$ cat config.mk
export PLATFORM = sky130hd
export DESIGN_NAME = battle_link_rx
export DESIGN_NICKNAME = d
export VERILOG_FILES = /design/src/rtl/battle_link_pkg.sv /design/src/rtl/rise_pulse.sv /design/src/rtl/battle_link_rx.sv
export SDC_FILE = /design/constraint.sdc
export NUM_CORES = 1
export LEC_CHECK = 0
export CAP_MARGIN = 15
export CORE_MARGIN = 8
export CORE_UTILIZATION = 45
export CTS_BUF_LIST = sky130_fd_sc_hd__clkbuf_4 sky130_fd_sc_hd__clkbuf_8 sky130_fd_sc_hd__clkbuf_16
export CTS_CLUSTER_DIAMETER = 50
export DETAILED_ROUTE_END_ITERATION = 7
export PLACE_DENSITY = 0.68
export SYNTH_ARGS = -nofsm -noshare
export SYNTH_HDL_FRONTEND = slang
export SYNTH_SLANG_ARGS = --single-unit
$ cat constraint.sdc
create_clock -name clk -period 2.9 [get_ports clk]
set_input_delay 0.435 -clock clk [delete_from_list [all_inputs] [get_ports clk]]
set_output_delay 0.435 -clock clk [all_outputs]
set_load 0.05 [all_outputs]
$ cat src/rtl/battle_link_pkg.sv
// Shared constants, FSM encoding and B3 field helpers for the battle link receiver.
package battle_link_pkg;

  localparam logic [7:0] SYNC_BYTE_DEFAULT = 8'hA5;
  localparam logic [7:0] CMD_STATE         = 8'h01;
  localparam logic [7:0] CMD_ATTACK        = 8'h02;

  // B3 packs remaining pokemon in the low bits and the move id above them
  localparam int B3_LIFE_LSB = 0;
  localparam int B3_LIFE_MSB = 2;
  localparam int B3_MOVE_LSB = 3;
  localparam int B3_MOVE_MSB = 7;

  typedef enum logic [2:0] {
    ST_IDLE = 3'd0,
    ST_CMD  = 3'd1,
    ST_B2   = 3'd2,
    ST_B3   = 3'd3,
    ST_CSUM = 3'd4
  } link_state_t;

  function automatic logic [2:0] b3_life(input logic [7:0] b3);
    return b3[B3_LIFE_MSB:B3_LIFE_LSB];
  endfunction

  function automatic logic [4:0] b3_move(input logic [7:0] b3);
    return b3[B3_MOVE_MSB:B3_MOVE_LSB];
  endfunction

  function automatic logic [7:0] sat_inc8(input logic [7:0] v);
    return (v == 8'hFF) ? v : v + 8'd1;
  endfunction

endpackage

$ cat src/rtl/rise_pulse.sv
// Registered rising-edge detector: one pulse per low-to-high transition of sig.
module rise_pulse (
  input  logic clk,
  input  logic reset,
  input  logic sig,
  output logic pulse
);

  logic sig_q;

  // Remember last cycle's level so a held-high input only counts once
  always_ff @(posedge clk) begin
    if (reset) sig_q <= 1'b0;
    else       sig_q <= sig;
  end

  assign pulse = sig & ~sig_q;

endmodule

$ cat src/rtl/battle_link_rx.sv
// Battle frame decoder: SYNC, CMD, B2, B3, CSUM from the com_mod receive byte stream.
// Produces opponent HP/life/move plus one-cycle accept/error pulses and a saturating error count.
module battle_link_rx
  import battle_link_pkg::*;
#(
  parameter logic [7:0] SYNC_BYTE      = SYNC_BYTE_DEFAULT,
  parameter int         TIMEOUT_CYCLES = 2_000_000,
  parameter int         CNT_W          = 21
) (
  input  logic       clk,
  input  logic       reset,
  input  logic       char_received,
  input  logic [7:0] rx_byte,
  output logic [7:0] enemy_hp,
  output logic [2:0] enemy_life,
  output logic [4:0] enemy_move,
  output logic       state_update,
  output logic       attack_strobe,
  output logic       frame_error,
  output logic [7:0] err_count
);

  localparam logic [CNT_W-1:0] TIMEOUT_LAST = CNT_W'(TIMEOUT_CYCLES - 1);

  logic        byte_event;
  link_state_t state;
  logic [7:0]  cmd_q;
  logic [7:0]  b2_q;
  logic [7:0]  b3_q;
  logic [7:0]  csum_q;
  logic [CNT_W-1:0] idle_cnt;

  rise_pulse u_char_edge (
    .clk   (clk),
    .reset (reset),
    .sig   (char_received),
    .pulse (byte_event)
  );

  // Frame FSM, inter-byte timeout and all registered outputs; a byte event beats a same-cycle expiry
  always_ff @(posedge clk) begin
    if (reset) begin
      state         <= ST_IDLE;
      cmd_q         <= 8'h00;
      b2_q          <= 8'h00;
      b3_q          <= 8'h00;
      csum_q        <= 8'h00;
      idle_cnt      <= '0;
      enemy_hp      <= 8'h00;
      enemy_life    <= 3'd0;
      enemy_move    <= 5'd0;
      state_update  <= 1'b0;
      attack_strobe <= 1'b0;
      frame_error   <= 1'b0;
      err_count     <= 8'h00;
    end else begin
      state_update  <= 1'b0;
      attack_strobe <= 1'b0;
      frame_error   <= 1'b0;

      if (byte_event) begin
        idle_cnt <= '0;
        case (state)
          ST_IDLE: begin
            if (rx_byte == SYNC_BYTE) state <= ST_CMD;
          end
          ST_CMD: begin
            if (rx_byte == CMD_STATE || rx_byte == CMD_ATTACK) begin
              cmd_q  <= rx_byte;
              csum_q <= rx_byte;
              state  <= ST_B2;
            end else if (rx_byte == SYNC_BYTE) begin
              state <= ST_CMD;
            end else begin
              frame_error <= 1'b1;
              err_count   <= sat_inc8(err_count);
              state       <= ST_IDLE;
            end
          end
          ST_B2: begin
            b2_q   <= rx_byte;
            csum_q <= csum_q ^ rx_byte;
            state  <= ST_B3;
          end
          ST_B3: begin
            b3_q   <= rx_byte;
            csum_q <= csum_q ^ rx_byte;
            state  <= ST_CSUM;
          end
          ST_CSUM: begin
            if (rx_byte != csum_q) begin
              frame_error <= 1'b1;
              err_count   <= sat_inc8(err_count);
            end else if (cmd_q == CMD_STATE) begin
              enemy_hp     <= b2_q;
              enemy_life   <= b3_life(b3_q);
              enemy_move   <= b3_move(b3_q);
              state_update <= 1'b1;
            end else begin
              enemy_move    <= b3_move(b3_q);
              attack_strobe <= 1'b1;
            end
            state <= ST_IDLE;
          end
          default: state <= ST_IDLE;
        endcase
      end else if (state != ST_IDLE) begin
        if (idle_cnt == TIMEOUT_LAST) begin
          idle_cnt    <= '0;
          frame_error <= 1'b1;
          err_count   <= sat_inc8(err_count);
          state       <= ST_IDLE;
        end else begin
          idle_cnt <= idle_cnt + 1'b1;
        end
      end else begin
        idle_cnt <= '0;
      end
    end
  end

endmodule

; Yosys cells after proc, flatten, opt, wreduce, memory -nomap -nowiden
; Index checks and enable logic that the tools add are counted.
[op_classes]
bitwise_logic = 7
addsub = 2
n_mux = 26
n_reduce_logical = 17
eq_ne = 17
[ops]
columns = op, count
row1 = 8-bit two-way mux, 8
row2 = 8-bit case mux with 2 select lines, 2
row3 = 21-bit by 1-bit adder with 21-bit output (second input constant), 1
row4 = 21-bit equality test (second input constant), 1
row5 = 8-bit by 1-bit equality test with 1-bit output (second input constant), 2
row6 = 8-bit equality test (second input constant), 2
row7 = 3-bit two-way mux, 4
row8 = 3-bit inequality test (second input constant), 4
row9 = 3-bit case mux with 4 select lines, 1
row10 = 3-bit AND reduction, 4
row11 = 1-bit two-way mux, 9
row12 = 8-bit by 1-bit adder with 8-bit output (second input constant), 1
row13 = 8-bit by 2-bit equality test with 1-bit output (second input constant), 1
row14 = 8-bit inequality test, 1
row15 = 4-bit OR reduction, 2
row16 = 8-bit bitwise XOR, 1
row17 = 3-bit by 2-bit equality test with 1-bit output (second input constant), 2
row18 = 6-bit AND reduction, 1
row19 = 2-bit nonzero test, 3
row20 = 1-bit NOT, 5
row21 = 2-bit AND reduction, 2
row22 = 4-bit AND reduction, 1
row23 = 3-bit by 1-bit equality test with 1-bit output (second input constant), 1
row24 = 3-bit equality test (second input constant), 1
row25 = 9 further kinds, 9
[word_totals]
in_bits = 11
regBits = 84
word_cells = 83
out_inout_bits = 27

; Longest topological paths before layout
[logic_depth]
word_depth = 6
depth_mapped = 9

; Hierarchy
; Synthesis repeated with hierarchy kept, for this count alone.
[unflattened]
hier_cells = 409
hier_area_um2 = 3528.4
[by_module_without_submodules]
columns = module, seq_area_each_um2, cells_each, area_per_inst_um2, instances
row1 = battle_link_rx, 1661.6, 406, 3480.8, 1
row2 = rise_pulse, 20.0, 3, 47.5, 1

; Least setup slack after synthesis
; Ideal clock, no wire load.
[synth_path]
kind = input -> register
startpoint = input port rx_byte[1]
endpoint = register err_count[5]
t_arrival_ns = 2.395
path_slack_ns = 0.434
setup_ns = 0.071
path_stages = 8
t_required_ns = 2.829
n_path_buf = 2
path_cell_list = clkbuf_1 > xnor2_1 > nand4_1 > or3_1 > clkbuf_1 > or4b_4 > or4_1 > a21oi_1
[synth_between]
elab_chain_len = 4
word_cells_on_any_way = 9
classes_between = 7 x eq/ne / 2 x reduce/logical
[synth_lines]
columns = item, line
row1 = from (decl), battle_link_rx.sv:13  ; input logic [7:0] rx_byte,
row2 = 8-bit by 1-bit equality test with 1-bit output / 8-bit by 2-bit equality test with 1-bit output (equally long branches), battle_link_rx.sv:68  ; if (rx_byte == CMD_STATE || rx_byte == CMD_ATTACK) begin
row3 = 1-bit logical OR, battle_link_rx.sv:68
row4 = 3-bit inequality test (no source line), n/a
row5 = 6-bit AND reduction (no source line) (*), n/a
row6 = to (signal assigned), battle_link_rx.sv:76  ; err_count <= sat_inc8(err_count);
row7 = to (signal assigned), battle_link_rx.sv:93  ; err_count <= sat_inc8(err_count);
row8 = to (signal assigned), battle_link_rx.sv:111  ; err_count <= sat_inc8(err_count);
row9 = to (decl), battle_link_rx.sv:20  ; output logic [7:0] err_count
; Mark *: on every way between the ends. The rest lies on a longest branch, timed or not.
; A chain may end at the register's enable or synchronous reset.

; Worst setup path after layout
[layout_path]
startpoint = register idle_cnt[13]
endpoint = register err_count[7]
[layout_between]
elab_chain_len = 3
[layout_lines]
columns = item, line
row1 = from (decl), battle_link_rx.sv:31  ; logic [CNT_W-1:0] idle_cnt;
row2 = from (signal assigned), battle_link_rx.sv:114  ; idle_cnt <= idle_cnt + 1'b1;
row3 = 21-bit equality test, battle_link_rx.sv:108  ; if (idle_cnt == TIMEOUT_LAST) begin
row4 = 2-bit nonzero test (no source line), n/a
row5 = 6-bit AND reduction (no source line), n/a
; Every way passes these cells.

==> flow_metrics.py <==
metrics = {
    "worst_setup_path": {
        "critPathMaxStageDelay_ns": 0.57,
        "required_ns": 3.19,
        "worstPathCellList": "or4_4 -> nor4_4 -> a31oi_2 -> or4b_4 -> or4_1 -> a21oi_1",
        "crit_family": "simple AND/OR/NAND/NOR gates",
        "cp-start-kind": "register",
        "cp-end-kind": "register",
        "crit_fanout": 9,
        "path_class": "register to register",
        "cp.arrival_ns": 2.89,
        "path_buf_inv": 0,
        "crit_slowest_cell": "or4b_4",
    },
    "cts": {
        "cts.repair.resized": 0,
        "cts_setup_buffers": 0,
        "htreeDepth": 3,
        "clockBufferDepth": 2,
        "cts_inserted_buffers": 9,
        "cts.sinks": 84,
        "cts_root_buf": "clkbuf_8",
        "cts_hold_buf": 0,
        "cts_tree": "built",
        "clkTransAtPathRegs_ns": 0.09,
        "clkLatencyLatePin_ns": 0.36,
    },
    "sta": {
        "worst_pin_slew_ns": 0.650,
        "hold_ws_ns": 0.467,
        "finalCritPeriodShare_pct": 89.7,
        "slew_headroom_pct": 56.7,
        "skew_ns": 0.0126,
        "finalSetupViolCount": 0,
        "slew_violations": 0,
        "rsz0062_at_grt": "no",
        "period_minus_slack_ns": 2.60,
        "final.setup.tns_ns": 0,
        "clock.fmax_mhz": 384,
        "hold_viol": 0,
    },
    "power_and_ir_drop": {
        "ir_drop_mv": 0.309,
        "cellLeakagePower_nw": 1.49,
        "power_density_mw_per_mm2": 484,
    },
    "die": {
        "io-pin-count": 38,
        "num_rows": 32,
        "dieArea_mm2": 0.0111,
        "die_x_um": 105,
        "start_util_pct": 46.5,
        "die-height_um": 105,
        "core-area_mm2": 0.00773,
    },
    "placed_design": {
        "post-place-cells": 536,
        "gp_congestion": 0.796,
        "place_hpwl_mm": 5.45,
        "port_buffers": 37,
    },
    "synthesis": {
        "ys_ff_latch": 84,
        "ys.flop_type": "dfxtp_1",
        "synth_edf_count": 0,
        "ys_top_cells_by_area": "dfxtp_1 47%, mux2i_1 9.2%, nor2_1 7.5%",
        "synth_cell_types": 43,
        "yosys.area.top_type": "dfxtp_1",
        "syn-num-nets": 422,
        "yosysMostFrequentCell": "dfxtp_1",
        "syn_area_per_cell_um2": 8.78,
        "yosysSeqAreaShare_pct": 46.8,
        "synthArstFlopShare_pct": 0,
        "syn_area_mm2": 0.00359,
        "yosys_warnings": 0,
        "synth_top_cells_by_count": "84 x dfxtp_1, 72 x nor2_1, 33 x mux2i_1, 33 x nand2_1, 32 x o21ai_0",
        "synth_top_area_share_pct": 46.8,
        "synthCells": 409,
    },
    "layout": {
        "nets": 458,
        "regArea_mm2": 0.00168,
        "nFillCells": 690,
        "syn2layout_area_growth_pct": 19.5,
        "drive_gt1_share_pct": 8.44,
        "multi_input_area_mm2": 0.00180,
        "final_cell_count_no_fill": 552,
        "antenna_cells": 0,
    },
    "drt": {
        "drt-vias-per-instance": 5.30,
        "dr_total_vias": 2924,
        "drc": 0,
        "firstDrtPassIters": 6,
        "antenna_left": 0,
        "drt_iter0_markers": 199,
        "routedWlPerCell_um": 14.0,
        "drt_wl_total_mm": 7.71,
    },
    "hold_path": {
        "hold_class": "register to register",
    },
    "global_route": {
        "grt_pass1_vias": 2781,
        "met1_usage_pct": 16.2,
        "overflow": 0,
        "grt_max_degree": 35,
        "use_met2_pct": 23.9,
        "grt_pass1_wl_mm": 12.9,
        "met3_usage_pct": 3.59,
        "track_usage_pct": 13.9,
        "antenna_found_initial": 0,
        "grt.busiest_layer": "met2",
    },
    "outcome": {
        "outcome": "completed",
    },
    "job": {
        "max-cap-violations": 0,
    },
}
==> layer usage <==
layer  part of all wire (%)  routed length (um)  up-vias
met1                     46                3560     1390
li1                       -                   -     1476
met4                    1.2                  91        0
met5                      0                   0        -
met2                     49                3770       50
met3                    3.7                 288        8
==> area by class of cell <==
| cell class | instances | area share, % |
|---|---|---|
| Inverter | 2 | 0.175 |
| Multi-Input combinational cell | 299 | 41.9 |
| Clock inverter | 7 | 1.92 |
| Timing Repair Buffer | 49 | 10.9 |
| Tap cell | 102 | 2.97 |
| Sequential cell | 84 | 39.2 |
| Clock buffer | 9 | 2.89 |
==> report_power, final <==
| group | internal, W | switching (W) | total (W) |
|---|---|---|---|
| Clock | 0.000411 | 0.000449 | 0.000860 |
| Combinational | 0.0000255 | 0.0000386 | 0.0000641 |
| Sequential | 0.00115 | 0.000000338 | 0.00115 |
| Total | 0.00159 | 0.000488 | 0.00208 |
==> logic make-up (layout without fill, tap and decap cells) <==
kind of cell	Yosys count	count (layout)	share of synthesized area [%]
simple gates	177	177	24.5
flops	84	84	46.8
compound gates	61	61	9.34
mux	33	33	9.20
xor+xnor	26	26	6.34
buf+inv	26	67	3.03
fa+ha+maj	2	2	0.697
==> placed cells by master, fill, tap and decap left out, types with 2 or more instances in the layout <==
master | Yosys | final
nand2b_1 | 2 | 2
a21oi_1 | 21 | 21
ha_1 | 2 | 2
clkbuf_8 | 0 | 9
and3_1 | 2 | 2
mux2i_1 | 33 | 33
o21ai_0 | 32 | 32
or3_1 | 7 | 7
and4_1 | 3 | 3
a41oi_1 | 2 | 2
xnor2_1 | 14 | 14
nor2b_1 | 2 | 2
inv_1 | 2 | 2
nor2_1 | 72 | 72
nand4_1 | 8 | 8
dfxtp_1 | 84 | 84
buf_4 | 0 | 11
clkinvlp_4 | 0 | 2
o31ai_1 | 2 | 2
inv_6 | 0 | 2
and3_2 | 2 | 2
nand3_1 | 16 | 16
or4_1 | 2 | 2
xor2_1 | 12 | 12
nand2_1 | 33 | 33
and2_1 | 8 | 8
clkdlybuf4s50_1 | 0 | 36
nor3_1 | 8 | 8
==> final timing paths <==
path                     start            to  slack, ns  cells after the start
hold reg to reg       cmd_q[4]      cmd_q[4]       0.47                      1
setup reg to reg  idle_cnt[13]  err_count[7]       0.30                      6
hold / removal        cmd_q[4]      cmd_q[4]       0.47                      1
setup / recovery  idle_cnt[13]  err_count[7]       0.30                      6
==> metrics by stage <==
stage          instance area [um^2]  setup slack, ns  total power (W)  util (%)
2_1_floorplan                  3590            0.434          0.00121         -
3_3_place_gp                   4080            0.194          0.00124      52.8
3_5_place_dp                   4080            0.150          0.00124      52.8
4_1_cts                        4290            0.287          0.00210      55.5
5_1_grt                        4290            0.211          0.00216      55.5
6_report                       4290            0.298          0.00208      55.5
==> flip-flops by register name, indices dropped and copies added, names as in the netlist <==
signal and cells:
idle_cnt 21, b2_q 8, b3_q 8, cmd_q 8, csum_q 8, enemy_hp 8, err_count 8, enemy_move 5
enemy_life 3, state 3, attack_strobe 1, frame_error 1, state_update 1, u_char_edge.sig_q 1
(Power assumes the default switching activity.)
